File: config.mk
export PLATFORM = sky130hd
export DESIGN_NAME = rf_tx_iq_streamer
export DESIGN_NICKNAME = d
export VERILOG_FILES = /design/src/rtl/rf_tx_iq_streamer.sv
export SDC_FILE = /design/constraint.sdc
export NUM_CORES = 2
export LEC_CHECK = 0
export BUFFER_PORTS_ARGS = -buffer_cell sky130_fd_sc_hd__clkbuf_2
export CORE_ASPECT_RATIO = 2
export CORE_MARGIN = 4
export CORE_UTILIZATION = 57
export CTS_CLUSTER_SIZE = 25
export DETAILED_ROUTE_END_ITERATION = 10
export PLACE_DENSITY = 0.77
export SLEW_MARGIN = 0
export SYNTH_ARGS = -nofsm -noshare
export SYNTH_HDL_FRONTEND = slang
export SYNTH_SLANG_ARGS = --single-unit
File: constraint.sdc
create_clock -name clk_clk -period 4.6 [get_ports clk_clk]
set_input_delay 0.92 -clock clk_clk [delete_from_list [all_inputs] [get_ports clk_clk]]
set_output_delay 0.92 -clock clk_clk [all_outputs]
set_load 0.1 [all_outputs]
File: src/rtl/rf_tx_iq_streamer.sv
`default_nettype none
// ============================================================================
// Module   : rf_tx_iq_streamer
// Purpose  : Buffers IQ pairs and serialises them to a DAC as I then Q, with
//            one-shot or cyclic replay. Optional macro RFTX_OFFSET_BINARY_EN
//            selects offset-binary DAC coding.
// Revision : 1.0 - initial release
// ============================================================================
module rf_tx_iq_streamer #(
  parameter int DATA_W = 12,
  parameter int ADDR_W = 6
) (
  input  logic                  clk_clk,
  input  logic                  reset_reset_n,
  input  logic [2*DATA_W-1:0]   s_data,
  input  logic                  s_valid,
  output logic                  s_ready,
  input  logic                  en_in,
  input  logic                  loop_mode,
  output logic [DATA_W-1:0]     rftxdata,
  output logic                  rftxen,
  output logic                  rftxiqsel,
  output logic                  underrun,
  output logic [ADDR_W:0]       level
);

  localparam int              c_depth = 1 << ADDR_W;
  localparam logic [ADDR_W:0] c_full  = {1'b1, {ADDR_W{1'b0}}};
`ifdef RFTX_OFFSET_BINARY_EN
  localparam logic [DATA_W-1:0] c_idle_code = {1'b1, {(DATA_W-1){1'b0}}};
`else
  localparam logic [DATA_W-1:0] c_idle_code = '0;
`endif

  function automatic logic [DATA_W-1:0] fmt_sample(input logic [DATA_W-1:0] s);
`ifdef RFTX_OFFSET_BINARY_EN
    return {~s[DATA_W-1], s[DATA_W-2:0]};
`else
    return s;
`endif
  endfunction

  typedef enum logic [1:0] {
    IDLE = 2'd0,
    I_PH = 2'd1,
    Q_PH = 2'd2
  } state_t;

  state_t              r_state, w_next;
  logic                r_loop, w_next_loop;
  logic                r_rdy_en;
  logic [ADDR_W-1:0]   r_wr_ptr, r_rd_ptr, r_ofs;
  logic [ADDR_W-1:0]   w_next_ofs, w_ofs_adv, w_rd_addr, w_out_addr;
  logic [ADDR_W:0]     r_level;
  logic                w_wr, w_pop, w_avail, w_set_ur;
  logic [2*DATA_W-1:0] w_cur_pair, w_nxt_pair;
  logic [2*DATA_W-1:0] r_mem [c_depth];

  // Writes are blocked while replaying so the loop window stays fixed.
  assign s_ready  = r_rdy_en && (r_level != c_full) && !((r_state != IDLE) && r_loop);
  assign w_wr     = s_valid && s_ready;
  assign level    = r_level;

  assign w_rd_addr  = r_rd_ptr + r_ofs;
  assign w_ofs_adv  = (({1'b0, r_ofs} + (ADDR_W+1)'(1)) == r_level) ? '0 : r_ofs + ADDR_W'(1);
  assign w_cur_pair = r_mem[w_rd_addr];
  assign w_nxt_pair = r_mem[w_out_addr];

  always_comb begin
    w_next      = r_state;
    w_next_loop = r_loop;
    w_next_ofs  = r_ofs;
    w_out_addr  = w_rd_addr;
    w_pop       = 1'b0;
    w_avail     = 1'b0;
    w_set_ur    = 1'b0;
    case (r_state)
      IDLE: begin
        if (en_in && (r_level != '0)) begin
          w_next      = I_PH;
          w_next_loop = loop_mode;
          w_next_ofs  = '0;
        end
      end
      I_PH: w_next = Q_PH;
      Q_PH: begin
        // Availability ignores a same-cycle write: there is no write-to-read bypass.
        if (r_loop) begin
          w_next_ofs = w_ofs_adv;
          w_out_addr = r_rd_ptr + w_ofs_adv;
          w_avail    = 1'b1;
        end else begin
          w_pop      = 1'b1;
          w_out_addr = r_rd_ptr + ADDR_W'(1);
          w_avail    = (r_level > (ADDR_W+1)'(1));
        end
        if (!en_in) begin
          w_next     = IDLE;
          w_next_ofs = '0;
        end else if (w_avail) begin
          w_next = I_PH;
        end else begin
          w_next     = IDLE;
          w_next_ofs = '0;
          w_set_ur   = 1'b1;
        end
      end
      default: w_next = IDLE;
    endcase
  end

  always_ff @(posedge clk_clk) begin
    if (w_wr) r_mem[r_wr_ptr] <= s_data;
  end

  always_ff @(posedge clk_clk or negedge reset_reset_n) begin
    if (!reset_reset_n) begin
      r_state   <= IDLE;
      r_loop    <= 1'b0;
      r_ofs     <= '0;
      r_rdy_en  <= 1'b0;
      r_wr_ptr  <= '0;
      r_rd_ptr  <= '0;
      r_level   <= '0;
      underrun  <= 1'b0;
      rftxdata  <= c_idle_code;
      rftxen    <= 1'b0;
      rftxiqsel <= 1'b0;
    end else begin
      r_state  <= w_next;
      r_loop   <= w_next_loop;
      r_ofs    <= w_next_ofs;
      r_rdy_en <= 1'b1;
      if (w_wr)  r_wr_ptr <= r_wr_ptr + ADDR_W'(1);
      if (w_pop) r_rd_ptr <= r_rd_ptr + ADDR_W'(1);
      case ({w_wr, w_pop})
        2'b10:   r_level <= r_level + (ADDR_W+1)'(1);
        2'b01:   r_level <= r_level - (ADDR_W+1)'(1);
        default: r_level <= r_level;
      endcase
      if (w_set_ur)                        underrun <= 1'b1;
      else if ((r_state == IDLE) && !en_in) underrun <= 1'b0;
      // Outputs are registered from the next state so rftxen rises on the entry edge.
      case (w_next)
        I_PH: begin
          rftxdata  <= fmt_sample(w_nxt_pair[2*DATA_W-1:DATA_W]);
          rftxen    <= 1'b1;
          rftxiqsel <= 1'b1;
        end
        Q_PH: begin
          rftxdata  <= fmt_sample(w_cur_pair[DATA_W-1:0]);
          rftxen    <= 1'b1;
          rftxiqsel <= 1'b0;
        end
        default: begin
          rftxdata  <= c_idle_code;
          rftxen    <= 1'b0;
          rftxiqsel <= 1'b0;
        end
      endcase
    end
  end

endmodule
`default_nettype wire

==> run metrics <==
status finished, final reports clean; Finished Core Util 0.652; Final WS setup 37.7 ps; CTS clk-pin slew, worst paths 80 ps; final std cells w/o fill 4530; fmax 0.219 GHz; Num CTS Buffers 119; Placer Congestion 0.875; fin crit period 4560 ps; Switching Share 0.341; fraction of layout cells with a size suffix above 1 0.328; Post-synth top cells edfxtp_1 (1536), mux4_2 (427), nor2_1 (109); Mapped Avg Cell Area 22.1 sq um; DRC Markers 0; global-route wire length before repair 228000 um; CP bufs+invs 2; die width 241 um; Yosys Warn Count 0; Startpoint Class register; Syn Std Cell Area 62000 sq um; worst vdd rail ir drop 0.000583 V; most numerous cell on the critical path o211ai_1; final worst-path cycle share 0.992; Seq/Total Area, Yosys 0.762; core area 108000 sq um; Cell Chain, Critical Path ha_4, nand3_4, o21a_1, nor4_4, and2_4, nor2_1, ha_2, fa_2, xor2_1, mux2i_1, mux2i_4, buf_12, buf_16, mux4_2, mux2_2, o211ai_1, o211ai_1; Post-synth EDFFs 1536; WL per Instance 35.5 um; crit-path leading delay family multiplexers; Worst slew margin 0.128; htree depth 3; Crit path required time 5190 ps; max incr delay on CP 510 ps; total design power 48900 uW; critical path endpoint category register; final instance area 70200 sq um; Initial Util 0.576; initial antenna violation count 5; Synth area leaders edfxtp_1 (74%), mux4_2 (16%), dfrtp_1 (1.8%); Worst Hold Class in -> async; ys flop type edfxtp_1; Row Count 170; fillers 6562; Iter 0 DRT Violations 4047; power per cell area 697 nW/um^2; Hold Fails Final Rpt 0; Post-Syn Nets 2849; Port Buffers 51; Final Slew Violations 0; largest net degree at the start of global routing 65; GR Overflow Total 0; RSZ-0062 raised after global routing yes; CTS Hold Buffers Added 0; all-layer global routing usage 0.281; number of synthesized register bits 1580; Netlist cell types 67; DP Worst Slack -135 ps; Comb pwr share 0.445; Synth-to-Final Area Change 13.3%; via count 31352; cells after synthesis 2801; WL final 161000 um; Int Power 32300 uW; clock network power share 0.221; DP Area 65500 sq um; Final #Nets 3095; vias per cell 6.92; io pins 52; crit path kind reg -> reg; die span in y 474 um; Async S/R FF share, synth 0.0278; Post-DRT Antenna Nets 0; CTS tree yes; Slew @ Worst Pin 1310 ps; CTS root buf clkbuf_16; Synth area leader edfxtp_1; number of global-route vias before repair 32346; most common cell in the netlist edfxtp_1; Placed Instances 4274; worst-path fanout max 11; CTS Sinks 1580; Max-cap violations 0; Worst EP arrival 5150 ps; top cell type's share of synthesized area 0.745; endpoints failing setup 0; Final HPWL DP 93300 um; Flop pwr share 0.334; Pleak 0.0222 uW; Worst-Skew Late Latency 760 ps; Clock Path Buffers 3; 1st-pass router iterations 5; Crit-path slowest cell mux4_2; Net Switching 16700 uW; DIE AREA 114000 sq um; clock skew 39.4 ps
[per-layer routing]
metal / vias to the layer above / global-route usage / routed length (um)
met5: - / 0 / 13
met4: 2 / 0.152 / 10800
met3: 493 / 0.0526 / 14100
met2: 2165 / 0.490 / 85700
met1: 16436 / 0.330 / 50400
li1: 12256 / - / -
[path summary, 6_finish.rpt]
path | depth (start not counted) | slack [ps] | startpoint | end
setup / recovery | 17 | 40 | r_ofs[1]$_DFFE_PN0P_ | rftxdata[2]$_DFF_PN0_
hold / removal | 1 | 120 | reset_reset_n | rftxdata[5]$_DFF_PN0_
setup reg to reg | 17 | 40 | r_ofs[1]$_DFFE_PN0P_ | rftxdata[2]$_DFF_PN0_
hold reg to reg | 1 | 520 | r_wr_ptr[2]$_DFFE_PN0P_ | r_wr_ptr[2]$_DFFE_PN0P_
max in group asynchronous | 2 | 3540 | reset_reset_n | level[0]$_DFFE_PN0P_
min in group clk_clk | 2 | 410 | loop_mode | r_loop$_DFFE_PN0P_
[cells by family (layout without fill, tap and decap cells)]
| logic type | Yosys count | in the layout | share of synthesized area |
|---|---|---|---|
| muxes | 551 | 551 | 0.176 |
| AOI/OAI and AO/OA | 157 | 157 | 0.0174 |
| other | 1 | 2 | 0.0000605 |
| adders and majority gates | 19 | 19 | 0.00408 |
| buffers and inverters | 165 | 517 | 0.0118 |
| and+or+nand+nor | 292 | 292 | 0.0235 |
| DFF | 1580 | 1580 | 0.762 |
| xor gates and xnor gates | 36 | 36 | 0.00531 |
[power by group through the flow]
stage               Combinational [uW]  Sequential (uW)  Clock (uW)
finish                           21700            16300       10800
global route                     22700            16400       11500
CTS                              20900            16300       10900
detailed placement               20100            16600           0
global placement                 19700            16600           0
floorplan                        12900            17100           0
[flip-flops by register name, indices dropped and copies added, names as in the netlist]
signal and flops:
r_mem 1536, r_state 2, rftxdata 12, rftxiqsel 1
r_rd_ptr 6, r_rdy_en 1, r_ofs 6, underrun 1
level 7, rftxen 1, r_wr_ptr 6, r_loop 1
[area by class of cell]
type	count	area [sq um]	share of cell area
multi-input combinational	1056	14500	0.207
clock buffer	140	3090	0.0440
clock inverter	87	965	0.0137
antenna	1	2.50	0.0000356
sequential	1580	47200	0.673
inverter	10	37.5	0.000535
tap	1376	1720	0.0245
timing repair buffer	280	2650	0.0378
[through the flow]
stage          hold slack, ps  setup TNS, ps
2_1_floorplan             459         -56770
3_3_place_gp              484          -82.5
3_5_place_dp              492           -268
4_1_cts                  79.6              0
5_1_grt                   114           -108
6_report                  124              0
[layout by cell type (no fill, tap or decap), drive strengths merged, types with 22 or more instances in the layout]
master and instances:
buf 223, mux4 427, o21ai 25, nor2 109
a21oi 39, dfrtp 44, edfxtp 1536, nand4 28
a211oi 40, o211ai 22, nor2b 26, clkbuf 196
nand2 46, clkinv 60, mux2i 108, nand3 25
[repair_timing]
| action | 4_1_cts | 5_1_grt |
|---|---|---|
| cloned | 4 | 5 |
| buffers inserted | 8 | 11 |
| pin swaps | 4 | 6 |
| endpoints found under the setup margin | 10 | 12 |
| resized for setup | 13 | 47 |
(Power assumes the default switching activity.)
